===== config.mk =====
export PLATFORM = sky130hd
export DESIGN_NAME = klingon_bcd_counter
export DESIGN_NICKNAME = d
export VERILOG_FILES = /design/src/rtl/klingon_pkg.sv /design/src/rtl/klingon_bcd_counter_digit.sv /design/src/rtl/klingon_bcd_counter.sv
export SDC_FILE = /design/constraint.sdc
export NUM_CORES = 1
export LEC_CHECK = 0
export CAP_MARGIN = 20
export CORE_MARGIN = 2
export CORE_UTILIZATION = 55
export CTS_BUF_LIST = sky130_fd_sc_hd__clkbuf_8
export DETAILED_ROUTE_END_ITERATION = 12
export HOLD_SLACK_MARGIN = 0.06
export PLACE_DENSITY = 0.84
export SYNTH_ARGS = -nofsm -noshare
export SYNTH_HDL_FRONTEND = slang
export SYNTH_SLANG_ARGS = --single-unit

===== constraint.sdc =====
create_clock -name clk -period 5.55 [get_ports clk]
set_input_delay 0.555 -clock clk [delete_from_list [all_inputs] [get_ports clk]]
set_output_delay 0.555 -clock clk [all_outputs]
set_load 0.005 [all_outputs]

===== src/rtl/klingon_pkg.sv =====
// Shared types and helpers for the Klingon BCD counter front end.
package klingon_pkg;

  localparam int unsigned BCD_W = 4;
  localparam logic [BCD_W-1:0] BCD_MAX = 4'd9;

  typedef enum logic {
    STOPPED = 1'b0,
    RUNNING = 1'b1
  } state_e;

  // Saturate an arbitrary 4-bit load value into the legal BCD range.
  function automatic logic [BCD_W-1:0] clamp_bcd(input logic [BCD_W-1:0] v);
    return (v > BCD_MAX) ? BCD_MAX : v;
  endfunction

endpackage


===== src/rtl/klingon_bcd_counter_digit.sv =====
// One mod-10 up/down BCD digit with synchronous load and a same-cycle wrap flag.
module bcd_digit
  import klingon_pkg::*;
(
  input  logic             clk,
  input  logic             rst_n,
  input  logic             en,
  input  logic             up,
  input  logic             load,
  input  logic [BCD_W-1:0] d,
  output logic [BCD_W-1:0] q,
  output logic             wrap
);

  logic [BCD_W-1:0] q_q;
  logic [BCD_W-1:0] q_d;

  // wrap feeds the next digit's enable on the same edge, so it is combinational.
  assign wrap = en & (up ? (q_q >= BCD_MAX) : (q_q == '0));
  assign q    = q_q;

  always_comb begin
    q_d = q_q;
    if (load) begin
      q_d = d;
    end else if (en) begin
      if (up) begin
        q_d = (q_q >= BCD_MAX) ? '0 : BCD_W'(q_q + 1'b1);
      end else begin
        q_d = (q_q == '0) ? BCD_MAX : BCD_W'(q_q - 1'b1);
      end
    end
  end

  always_ff @(posedge clk) begin
    if (!rst_n) begin
      q_q <= '0;
    end else begin
      q_q <= q_d;
    end
  end

endmodule


===== src/rtl/klingon_bcd_counter.sv =====
// Two-digit BCD up/down counter with prescaler, run/stop control and parallel load.
module klingon_bcd_counter
  import klingon_pkg::*;
#(
  parameter int unsigned PRESCALE = 4
) (
  input  logic             clk,
  input  logic             rst_n,
  input  logic             start,
  input  logic             stop,
  input  logic             up,
  input  logic             load,
  input  logic [BCD_W-1:0] load_tens,
  input  logic [BCD_W-1:0] load_ones,
  output logic [BCD_W-1:0] tens_q,
  output logic [BCD_W-1:0] ones_q,
  output logic             running,
  output logic             step,
  output logic             carry
);

  localparam int unsigned PCNT_W = (PRESCALE > 1) ? $clog2(PRESCALE) : 1;
  localparam logic [PCNT_W-1:0] PCNT_LAST = PCNT_W'(PRESCALE - 1);

  state_e            state_q, state_d;
  logic [PCNT_W-1:0] pcnt_q, pcnt_d;
  logic              step_q, step_d;
  logic              carry_q, carry_d;
  logic              step_fire_c;
  logic              ones_wrap;
  logic              tens_wrap;

  always_comb begin
    state_d     = state_q;
    pcnt_d      = pcnt_q;
    step_fire_c = 1'b0;
    step_d      = 1'b0;
    carry_d     = 1'b0;

    // stop dominates start in both states
    unique case (state_q)
      STOPPED: if (start && !stop) state_d = RUNNING;
      RUNNING: if (stop)           state_d = STOPPED;
      default: state_d = STOPPED;
    endcase

    // A stop edge neither steps nor advances the prescaler, so pause preserves phase.
    step_fire_c = (state_q == RUNNING) && !stop && !load && (pcnt_q == PCNT_LAST);

    if (load) begin
      pcnt_d = '0;
    end else if ((state_q == RUNNING) && !stop) begin
      pcnt_d = (pcnt_q == PCNT_LAST) ? '0 : PCNT_W'(pcnt_q + 1'b1);
    end

    step_d  = step_fire_c;
    carry_d = step_fire_c & tens_wrap;
  end

  always_ff @(posedge clk) begin
    if (!rst_n) begin
      state_q <= STOPPED;
      pcnt_q  <= '0;
      step_q  <= 1'b0;
      carry_q <= 1'b0;
    end else begin
      state_q <= state_d;
      pcnt_q  <= pcnt_d;
      step_q  <= step_d;
      carry_q <= carry_d;
    end
  end

  bcd_digit u_ones (
    .clk   (clk),
    .rst_n (rst_n),
    .en    (step_fire_c),
    .up    (up),
    .load  (load),
    .d     (clamp_bcd(load_ones)),
    .q     (ones_q),
    .wrap  (ones_wrap)
  );

  bcd_digit u_tens (
    .clk   (clk),
    .rst_n (rst_n),
    .en    (step_fire_c & ones_wrap),
    .up    (up),
    .load  (load),
    .d     (clamp_bcd(load_tens)),
    .q     (tens_q),
    .wrap  (tens_wrap)
  );

  assign running = (state_q == RUNNING);
  assign step    = step_q;
  assign carry   = carry_q;

endmodule


== Word level (Yosys, flattened, before mapping) ==
Index checks and enable logic that the tools add are counted.

* Register bits: 13
* Input port bits: 14
* Output and inout port bits: 11
* Logic and storage cells: 51

* Add/sub/neg operators: 5
* $lt $le $gt $ge: 4
* Equality and inequality tests: 1
* Multiplexer cells: 18
* Bitwise operators: 6
* Reduce and logical (&&, ||, !) cells: 11

{| class="wikitable"
|+ Operators by type and width
! operator !! number
|-
| 4-bit 2-to-1 mux || 12
|-
| 4-bit by 1-bit adder with 4-bit output, second input constant || 2
|-
| 4-bit >= comparator, second input constant || 2
|-
| 4-bit greater-than comparator, second input constant || 2
|-
| 4-bit logical NOT || 2
|-
| 4-bit by 1-bit subtractor with 4-bit output, second input constant || 2
|-
| 1-bit AND || 4
|-
| 1-bit logical AND || 4
|-
| 1-bit 2-to-1 mux || 4
|-
| 2-bit nonzero test || 2
|-
| 2-bit by 1-bit adder with 2-bit output, second input constant || 1
|-
| 2-bit == test, second input constant || 1
|-
| 1-bit logical NOT || 2
|-
| 2-bit 2-to-1 mux || 1
|-
| 1-bit NOT || 2
|-
| 1-bit case mux with 2 select lines || 1
|-
| 2-bit OR reduction || 1
|}

== Depth between registers and ports, before layout ==
Gate-level depths: netlist of the first run.

* Depth in word-level cells: 8
* Gate-level depth with buffers: 7
* Mapped depth without buffers: 7

== Hierarchy ==
A second synthesis of the first run with hierarchy kept.

* Cells, all modules: 133
* Area, all modules: 1109.8 µm²

{| class="wikitable"
|+ By module, submodules not included
! module !! times used !! cells each !! area an instance (µm²) !! seq. area each (µm²)
|-
| bcd_digit || 2 || 52 || 422.9 || 80.1
|-
| klingon_bcd_counter || 1 || 29 || 264.0 || 100.1
|}

== Worst setup path before layout of the first run ==
OpenSTA, ideal clock, no wires.

* Kind: register to register
* From: register u_ones.q_q[0] (netlist: u_ones.q[0])
* To: register u_tens.q_q[0] (netlist: u_tens.q[0])
* Setup time: 0.135 ns
* Data arrival time: 1.734 ns
* Data required time: 5.415 ns
* Slack: 3.681 ns
* Cell stages (with the launch flop): 8
* Buffers on the path: 0
* Clock period less this slack: 1.869 ns
* Cells stage by stage: dfxtp_1 -> inv_1 -> ha_1 -> or3b_4 -> nand3_2 -> a21o_4 -> a2111oi_0 -> a311oi_1

* Word-level cells in the longest chain between the ends: 5
* Elaborated cells on any way between the ends: 6
* Classes of those cells: 1 x order compare; 1 x mux; 2 x bitwise; 2 x reduce/logical

{| class="wikitable"
|+ RTL lines
! what !! RTL line !! text
|-
| start: declaration || klingon_bcd_counter_digit.sv:15 || <nowiki>logic [BCD_W-1:0] q_q;</nowiki>
|-
| start signal: assignment || klingon_bcd_counter_digit.sv:39 || <nowiki>q_q <= q_d;</nowiki>
|-
| 4-bit >= comparator / 4-bit logical NOT (equally long branches) || klingon_bcd_counter_digit.sv:19 || <nowiki>assign wrap = en & (up ? (q_q >= BCD_MAX) : (q_q == '0));</nowiki>
|-
| 1-bit 2-to-1 mux (*) || klingon_bcd_counter_digit.sv:19 ||
|-
| 1-bit AND (*) || klingon_bcd_counter_digit.sv:19 ||
|-
| 1-bit AND (*) || klingon_bcd_counter.sv:88 || <nowiki>.en (step_fire_c & ones_wrap),</nowiki>
|-
| 2-bit nonzero test (no source line) (*) || - ||
|-
| end signal: assignment || klingon_bcd_counter_digit.sv:39 ||
|-
| end: declaration || klingon_bcd_counter_digit.sv:15 ||
|}

Mark *: on every way between the ends. The rest lies on a longest branch, timed or not.
A chain may end at the register's enable or synchronous reset.

== Final worst setup path of the first run ==
* From: input port up
* To: register u_tens.q_q[1] (netlist: u_tens.q[1])

* Word-level cells in the longest chain between the ends: 4
* Elaborated cells on any way between the ends: 7
* Classes of those cells: 4 x mux; 2 x bitwise; 1 x reduce/logical

{| class="wikitable"
|+ RTL lines
! what !! RTL line !! text
|-
| start: declaration || klingon_bcd_counter.sv:11 || <nowiki>input logic up,</nowiki>
|-
| 1-bit 2-to-1 mux || klingon_bcd_counter_digit.sv:19 ||
|-
| 1-bit AND || klingon_bcd_counter_digit.sv:19 ||
|-
| 1-bit AND || klingon_bcd_counter.sv:88 ||
|-
| 2-bit nonzero test (no source line) || - ||
|}

Parallel ways exist; a longest one is shown, timed or not. The select of a mux whose other input is x is not followed.

==> flow_summary_export.csv, run 1 <==
group,metric,value,unit
yosys,synth_edf_count,0,
worst_setup_path,cp_max_fo,23,
final_layout,nets,180,
yosys,yosys_warnings,0,
global_routing,grt_first_pass_wirelength,4195,µm
timing,fmax,424.9,MHz
yosys,ys_types,47,
status,status,"finished clean",
yosys,ys.flop_type,"dfxtp_1",
global_routing,grtUsageTotal,0.2614,
min_path,hold-path-endpoint,"running$_SDFF_PN0_",
worst_setup_path,r2r_cells,7,
routing,routed_via_density,6.144,
clock_network,cts_max_level,1,
min_path,hold_class,"reg2reg",
yosys,postSynthAreaPerCell,7.983,µm²
clock_network,post_cts_buffers,0,
timing,finalMaxSlewViolations,0,
clock_network,cts_buffers,3,
run,maxCapViolations,0,
final_layout,fin_util,0.7600,
power_and_ir_drop,leakagePower,0.0004980,µW
routing,dr.pass1.iters,4,
routing,ant_nets,0,
worst_setup_path,rr_endpoint,"u_tens.q[1]$_SDFFE_PN0P_",
worst_setup_path,timing.reg2reg.setup_slack,3.39,ns
min_path,hold_depth,2,
timing,rsz0062_at_grt,"no",
yosys,synthCells,134,
yosys,synth_nets,157,
worst_setup_path,reg2reg_from,"u_ones.q[0]$_SDFFE_PN0P_",
global_routing,grt.overflow.total,0,
timing,holdWs,0.5119,ns
clock_network,cts-root-buf,"clkbuf_8",
routing,num_vias,1112,
place,port_buffers,24,
timing,min_period,2.354,ns
routing,drc,0,
worst_setup_path,startpoint_type,"primary input",
global_routing,grt_pass1_vias,944,
floorplan,dieHeight,48.10,µm
yosys,async_flop_share,0,
floorplan,die_w,48.10,µm
worst_setup_path,required,5.68,ns
clock_network,cts_resized,0,
min_path,holdCritStartpoint,"running$_SDFF_PN0_",
timing,hold_violations,0,
floorplan,num_rows,15,
worst_setup_path,arrival,2.49,ns
clock_network,hold_buffers,0,
power_and_ir_drop,power_density,185.7,mW/mm²
routing,wl,2673,µm
yosys,seq_area_frac_synth,0.2433,
final_layout,diodes,0,
yosys,ys_seq_elements,13,
final_layout,final_common_cell,"clkdlybuf4s50_1",
routing,drt_iter0_markers,89,
power_and_ir_drop,total_power,251.6,µW
timing,worstMarginPinSlew,0.7229,ns
routing,wl_per_cell,14.77,µm
final_layout,final_cells,181,
worst_setup_path,worstSetupEndpointType,"flip-flop",
place,gp_congestion,0.9534,
final_layout,area_growth,26.67,%
clock_network,clock_path_buffers,2,
global_routing,grt_max_degree,24,
floorplan,start_util,0.6000,
timing,finalSetupViolations,0,
clock_network,cts_tree,"done",
final_layout,final_cell_mix,"24 x clkdlybuf4s50_1, 16 x nor2_1, 13 x dfxtp_1",
timing,period_share,0.4241,
final_layout,drive_above_1_share,0.05128,
floorplan,io-pin-count,25,
power_and_ir_drop,ir_drop,0.0001938,V
final_layout,nFillCells,132,
clock_network,cts_sinks,13,
global_routing,antenna_found_initial,0,
place,hpwl,1896,µm
floorplan,dieArea,0.002314,mm²
floorplan,core_area,0.001783,mm²
yosys,syn_area,0.001070,mm²
timing,slew_headroom,0.5165,
place,dp.cells,177,
timing,fin_setup_tns,0,ns
clock_network,insertion_delay,0.25,ns
clock_network,clkTransAtPathRegs,0.05,ns
worst_setup_path,path_class,"in2reg",
timing,skew,0.003843,ns
## worst max-delay path, cell delays in order
cell,delay [ns]
clkdlybuf4s50_1,0.78
nor2_1,0.28
nand2_1,0.14
a21o_4,0.25
or3_1,0.38
o311ai_1,0.10
## sequential cells by signal, summed over array words and instances (netlist names)
register and flops:
u_ones.q 4, u_tens.q 4, pcnt_q 2, carry 1
running 1, step 1
## routing by layer
layer,GRT usage,vias up,wire length [µm]
li1,-,546,-
met1,0.3597,509,1184
met2,0.4213,52,1261
met3,0.02222,5,181
met4,0.1081,0,45
met5,0,-,0
## metrics by stage
| step | worst slack (ns) | instance area (µm²) |
|---|---|---|
| 2_1_floorplan | 3.681 | 1070 |
| 3_3_place_gp | 3.122 | 1310 |
| 3_5_place_dp | 2.999 | 1310 |
| 4_1_cts | 3.219 | 1355 |
| 5_1_grt | 3.080 | 1355 |
| 6_report | 3.196 | 1355 |
## Yosys cell counts (all sizes together), types with 2 or more instances
cell | count | area [µm²]
a2111oi | 2 | 17.52
a211oi | 2 | 15.01
a21oi | 10 | 50.05
a311oi | 3 | 26.28
a31oi | 4 | 25.02
buf | 3 | 20.01
clkbuf | 3 | 11.26
dfxtp | 13 | 260.3
ha | 9 | 112.6
inv | 7 | 26.28
mux2i | 2 | 20.02
nand2 | 8 | 30.03
nand2b | 3 | 18.77
nand3 | 2 | 15.01
nand3b | 2 | 15.01
nor2 | 16 | 60.06
nor2b | 4 | 25.02
nor3b | 5 | 37.54
o211a | 2 | 20.02
o21a | 2 | 15.01
o21ai | 5 | 25.02
o22ai | 2 | 12.51
o31ai | 3 | 22.52
or3b | 2 | 20.02
## power by group
part / internal [µW] / total (µW) / switching [µW]
Combinational: 34.0 / 64.3 / 30.3
Clock: 48.9 / 83.3 / 34.4
Sequential: 96.9 / 104 / 7.09
## worst max path at each step
stage	slack, ns	endpoint	startpoint
2_1_floorplan	3.68	u_tens.q[0]$_SDFFE_PN0P_	u_ones.q[0]$_SDFFE_PN0P_
3_3_place_gp	3.12	u_tens.q[0]$_SDFFE_PN0P_	up
3_5_place_dp	3.00	u_tens.q[0]$_SDFFE_PN0P_	up
4_1_cts	3.22	u_tens.q[1]$_SDFFE_PN0P_	up
5_1_grt	3.08	u_tens.q[1]$_SDFFE_PN0P_	up
6_report	3.20	u_tens.q[1]$_SDFFE_PN0P_	up
## cell type report
| cell class | count | area (µm²) | share of cell area |
|---|---|---|---|
| clock buffers | 3 | 41.29 | 0.03047 |
| clock inverters | 1 | 3.754 | 0.002770 |
| inverters | 7 | 26.28 | 0.01939 |
| multi-input cells | 108 | 752.0 | 0.5549 |
| flip-flops and latches | 13 | 260.3 | 0.1921 |
| well taps | 25 | 31.28 | 0.02308 |
| repair buffers | 24 | 240.2 | 0.1773 |
## cell families (layout without fill, tap and decap cells)
logic type / count (synthesis) / in the layout / share of synthesized area
muxes: 2 / 2 / 0.01871
and+or+nand+nor: 50 / 50 / 0.2620
adders and majority gates: 9 / 9 / 0.1053
buffers and inverters: 13 / 35 / 0.05380
AOI/OAI and AO/OA: 47 / 47 / 0.3170
DFF: 13 / 13 / 0.2433
No activity file was read; power rests on OpenSTA's default activity.
==> run 2: changes to the inputs <==
--- a/config.mk
+++ b/config.mk
@@ -7,11 +7,11 @@
 export LEC_CHECK = 0
 export CAP_MARGIN = 20
 export CORE_MARGIN = 2
-export CORE_UTILIZATION = 55
+export CORE_UTILIZATION = 51
 export CTS_BUF_LIST = sky130_fd_sc_hd__clkbuf_8
 export DETAILED_ROUTE_END_ITERATION = 12
 export HOLD_SLACK_MARGIN = 0.06
-export PLACE_DENSITY = 0.84
+export PLACE_DENSITY = 0.78
 export SYNTH_ARGS = -nofsm -noshare
 export SYNTH_HDL_FRONTEND = slang
 export SYNTH_SLANG_ARGS = --single-unit
==> constraint.sdc (replaced) <==
create_clock -name clk -period 2.4 [get_ports clk]
set_input_delay 0.24 -clock clk [delete_from_list [all_inputs] [get_ports clk]]
set_output_delay 0.24 -clock clk [all_outputs]
set_load 0.005 [all_outputs]
==> run 2 against run 1 <==
  * Combinational power grew 130%
  * Flip-flop and latch count unchanged
  * Count of clock-buffer cells in the layout did not move
  * Cell count is 2.2% higher
  * Sequential share of layout area fell by 0.25 points
  * Non-clock buffer count is 2 higher
  * Design area up 1.3%
  * Critical path depth grew 1
  * Worst hold slack worse by 0.0055 ns
==> flow_summary_export.csv, run 2 (synthesis results as in run 1) <==
group,metric,value,unit
floorplan,num_rows,16,
global_routing,antenna_found_initial,0,
timing,hold_violations,0,
floorplan,dieArea,0.002480,mm²
place,dp.cells,181,
routing,num_vias,1080,
global_routing,grt_pass1_vias,942,
final_layout,area_growth,28.30,%
worst_setup_path,cp_max_fo,9,
worst_setup_path,startpoint_type,"flip-flop",
timing,worstMarginPinSlew,0.4150,ns
place,gp_congestion,0.9521,
clock_network,hold_buffers,0,
final_layout,diodes,0,
floorplan,start_util,0.5453,
clock_network,cts_max_level,1,
worst_setup_path,slowest_delay,0.50,ns
floorplan,dieHeight,49.80,µm
worst_setup_path,required,2.51,ns
worst_setup_path,path_buf_inv,1,
clock_network,clkTransAtPathRegs,0.06,ns
power_and_ir_drop,leakagePower,0.0005076,µW
clock_network,cts_buffers,3,
timing,slew_headroom,0.7225,
final_layout,final_cells,185,
clock_network,post_cts_buffers,0,
global_routing,grtUsageTotal,0.2170,
timing,period_share,0.8797,
routing,wl,2507,µm
routing,ant_nets,0,
timing,finalMaxSlewViolations,0,
routing,routed_via_density,5.838,
global_routing,grt_max_degree,15,
final_layout,final_cell_mix,"24 x clkdlybuf4s50_1, 16 x nor2_1, 13 x dfxtp_1",
timing,min_period,2.111,ns
timing,skew,0.004177,ns
routing,dr.pass1.iters,4,
worst_setup_path,slowest_stage,"dfxtp_1",
worst_setup_path,path_class,"reg2reg",
routing,wl_per_cell,13.55,µm
worst_setup_path,arrival,2.23,ns
global_routing,grt_first_pass_wirelength,4278,µm
clock_network,clock_path_buffers,2,
routing,drt_iter0_markers,41,
clock_network,cts_tree,"done",
place,hpwl,1892,µm
run,maxCapViolations,0,
worst_setup_path,cp_top_family,"compound AO/OA/AOI/OAI gates",
power_and_ir_drop,total_power,585.0,µW
power_and_ir_drop,ir_drop,0.0004606,V
floorplan,io-pin-count,25,
floorplan,die_w,49.80,µm
global_routing,grt.overflow.total,0,
floorplan,core_area,0.001962,mm²
timing,rsz0062_at_grt,"no",
timing,fmax,473.6,MHz
worst_setup_path,cp_cell_sequence,"inv_1 > ha_1 > or3b_4 > nand3_2 > a21o_4 > a2111oi_0 > a311oi_1",
routing,drc,0,
worst_setup_path,worstSetupEndpointType,"flip-flop",
place,port_buffers,24,
final_layout,nFillCells,183,
status,status,"finished clean",
clock_network,insertion_delay,0.24,ns
power_and_ir_drop,power_density,426.2,mW/mm²
final_layout,final_common_cell,"clkdlybuf4s50_1",
worst_setup_path,timing.reg2reg.setup_slack,0.29,ns
final_layout,nets,182,
min_path,hold_class,"reg2reg",
clock_network,cts_sinks,13,
timing,finalSetupViolations,0,
timing,fin_setup_tns,0,ns
final_layout,drive_above_1_share,0.06329,
clock_network,cts_resized,0,
clock_network,cts-root-buf,"clkbuf_8",
[run 2: cell types whose count changed in the layout (fill, tap and decap cells not counted), sizes merged]
cell,previous run,this run
buf,0,2
[run 2: path summary, 6_finish.rpt]
path / start / endpoint / cells past startpoint
worst max-delay path: u_ones.q[0]$_SDFFE_PN0P_ / u_tens.q[0]$_SDFFE_PN0P_ / 7
worst min-delay path: pcnt_q[1]$_SDFFE_PP0N_ / pcnt_q[1]$_SDFFE_PP0N_ / 2
worst min register to register: pcnt_q[1]$_SDFFE_PP0N_ / pcnt_q[1]$_SDFFE_PP0N_ / 2
worst max register to register: u_ones.q[0]$_SDFFE_PN0P_ / u_tens.q[0]$_SDFFE_PN0P_ / 7
[run 2: metrics by stage]
stage	util	hold WS [ns]	instance area, µm²	setup WS [ns]
after global routing	0.6996	0.5485	1373	0.1464
after CTS	0.6996	0.5162	1373	0.2815
after global placement	0.6767	0.4833	1328	0.3493
after detailed placement	0.6767	0.5019	1328	0.3110
final	0.6996	0.5064	1373	0.2887
after floorplan	-	0.3161	1070	0.5310
[run 2: cell type report]
type,count,area [µm²],area share
inverter,7,26.28,0.01914
clock inverter,1,3.754,0.002735
multi-input combinational,108,752.0,0.5479
sequential,13,260.3,0.1896
timing repair buffer,26,255.2,0.1860
clock buffer,3,41.29,0.03008
tap,27,33.78,0.02461
[run 2: tightest hold or removal path, delay by kind of cell (launching register included)]
family / cells / cell delay [ns]
flops: 1 / 0.33
simple gates: 1 / 0.08
mux: 1 / 0.07
[run 2: power by group]
| group | internal (µW) | switching (µW) |
|---|---|---|
| Clock | 113 | 82.6 |
| Combinational | 80.6 | 69.0 |
| Sequential | 224 | 15.9 |
[run 2: layer usage]
| layer | vias up | global-route usage | part of all wire |
|---|---|---|---|
| met3 | 0 | 0.03030 | 0.064 |
| met2 | 43 | 0.3533 | 0.47 |
| met5 | - | 0 | 0 |
| met4 | 0 | 0.04167 | 0 |
| li1 | 548 | - | - |
| met1 | 489 | 0.3062 | 0.47 |
==> run 3: changes to the inputs <==
--- a/config.mk
+++ b/config.mk
@@ -5,13 +5,13 @@
 export SDC_FILE = /design/constraint.sdc
 export NUM_CORES = 1
 export LEC_CHECK = 0
-export CAP_MARGIN = 20
+export CAP_MARGIN = 5
 export CORE_MARGIN = 2
-export CORE_UTILIZATION = 51
+export CORE_UTILIZATION = 45
 export CTS_BUF_LIST = sky130_fd_sc_hd__clkbuf_8
 export DETAILED_ROUTE_END_ITERATION = 12
 export HOLD_SLACK_MARGIN = 0.06
-export PLACE_DENSITY = 0.78
+export PLACE_DENSITY = 0.7
 export SYNTH_ARGS = -nofsm -noshare
 export SYNTH_HDL_FRONTEND = slang
 export SYNTH_SLANG_ARGS = --single-unit
==> run 3 against run 2 <==
  * First-iteration DRC count fell by 7.3%
  * Fmax rose by 0.23%
  * Flip-flop and latch count did not move
  * Cell count rose by 1.1%
  * Non-clock buffer count rose by 1
  * Register-to-register slack barely moved
  * Power barely moved
  * Count of clock-buffer cells in the layout did not move
  * Via count rose by 2.1%
  * Largest power group unchanged
==> flow_summary_export.csv, run 3 (synthesis results as in run 1) <==
group,metric,value,unit
status,status,"finished clean",
global_routing,grt_first_pass_wirelength,4160,µm
final_layout,area_growth,29.24,%
worst_setup_path,worstSetupEndpointType,"flip-flop",
routing,num_vias,1103,
timing,rsz0062_at_grt,"no",
final_layout,final_common_cell,"clkdlybuf4s50_1",
routing,wl_met3,138,µm
routing,met2WireLength,1183,µm
timing,hold_violations,0,
floorplan,start_util,0.4790,
global_routing,antenna_found_initial,0,
timing,fin_setup_tns,0,ns
timing,finalMaxSlewViolations,0,
final_layout,final_cell_mix,"24 x clkdlybuf4s50_1, 16 x nor2_1, 13 x dfxtp_1",
floorplan,die_w,52.76,µm
timing,worstMarginPinSlew,0.4037,ns
clock_network,clkTransAtPathRegs,0.06,ns
final_layout,nFillCells,206,
final_layout,diodes,0,
clock_network,cts-root-buf,"clkbuf_8",
worst_setup_path,path_class,"reg2reg",
clock_network,post_cts_buffers,0,
routing,drc,0,
routing,dr.pass1.iters,5,
power_and_ir_drop,leakagePower,0.0005110,µW
clock_network,hold_buffers,0,
routing,wl_per_cell,13.86,µm
routing,highest_layer,"met4",
floorplan,core_area,0.002233,mm²
power_and_ir_drop,ir_drop,0.0003004,V
floorplan,dieArea,0.002783,mm²
clock_network,cts_resized,0,
clock_network,cts_tree,"done",
clock_network,cts_sinks,13,
worst_setup_path,startpoint_type,"flip-flop",
place,gp_congestion,0.9042,
floorplan,io-pin-count,25,
worst_setup_path,cp_max_fo,9,
timing,finalSetupViolations,0,
timing,period_share,0.8777,
global_routing,grt_max_degree,15,
global_routing,grtUsageTotal,0.1993,
clock_network,clock_path_buffers,2,
final_layout,multi_input_area,752.0,µm²
final_layout,stdcell_area,0.001383,mm²
place,port_buffers,24,
worst_setup_path,required,2.51,ns
timing,slew_headroom,0.7239,
run,maxCapViolations,0,
floorplan,num_rows,17,
global_routing,grt_pass1_vias,951,
floorplan,dieHeight,52.76,µm
routing,ant_nets,0,
min_path,hold_class,"reg2reg",
final_layout,seq_area,260.3,µm²
timing,min_period,2.107,ns
clock_network,cts_buffers,3,
routing,met1Wirelength,1254,µm
clock_network,cts_max_level,1,
final_layout,nets,183,
timing,fmax,474.7,MHz
clock_network,insertion_delay,0.24,ns
global_routing,grt.overflow.total,0,
routing,wl,2591,µm
timing,skew,0.001324,ns
routing,drt_iter0_markers,38,
worst_setup_path,arrival,2.22,ns
final_layout,drive_above_1_share,0.07547,
final_layout,fin_util,0.6190,
routing,routed_via_density,5.898,
place,placed_area,0.001336,mm²
power_and_ir_drop,total_power,585.3,µW
place,hpwl,1899,µm
power_and_ir_drop,power_density,423.3,mW/mm²
[run 3: worst max-delay path: stages, from the launching register on]
cell and delay, ns:
dfxtp_1 0.52, inv_1 0.15, ha_1 0.25, or3b_4 0.25
nand3_2 0.11, a21o_4 0.28, a2111oi_0 0.33, a311oi_1 0.08
[run 3: path summary, 6_finish.rpt]
kind              slack, ns                       end  cells after the start                     start
setup / recovery       0.29  u_tens.q[0]$_SDFFE_PN0P_                      7  u_ones.q[0]$_SDFFE_PN0P_
hold / removal         0.51        running$_SDFF_PN0_                      2        running$_SDFF_PN0_
setup reg to reg       0.29  u_tens.q[0]$_SDFFE_PN0P_                      7  u_ones.q[0]$_SDFFE_PN0P_
hold reg to reg        0.51        running$_SDFF_PN0_                      2        running$_SDFF_PN0_
[run 3: metal layers]
layer / GRT usage / vias to the layer above
met5: 0 / -
met4: 0.06838 / 0
met3: 0.02286 / 2
met2: 0.3167 / 38
met1: 0.2765 / 507
li1: - / 556
[run 3: final cells by class]
| cell class | instances | share of cell area |
|---|---|---|
| tap | 28 | 0.02534 |
| timing repair buffer | 27 | 0.1900 |
| clock buffer | 3 | 0.02986 |
| inverter | 7 | 0.01900 |
| multi-input combinational | 108 | 0.5439 |
| sequential | 13 | 0.1882 |
| clock inverter | 1 | 0.003620 |
[run 3: where the power goes]
part           internal, µW  leakage (µW)  switching [µW]
Sequential              224      0.000106            16.8
Clock                   115     0.0000255            78.7
Combinational          81.7      0.000379            69.7
[run 3: per-stage QoR]
stage / cells / worst slack [ns] / hold WS (ns)
2_1_floorplan: 134 / 0.5310 / 0.3161
3_3_place_gp: 183 / 0.3123 / 0.4837
3_5_place_dp: 183 / 0.3101 / 0.5037
4_1_cts: 187 / 0.2942 / 0.5151
5_1_grt: 187 / 0.1672 / 0.5736
6_report: 187 / 0.2935 / 0.5094
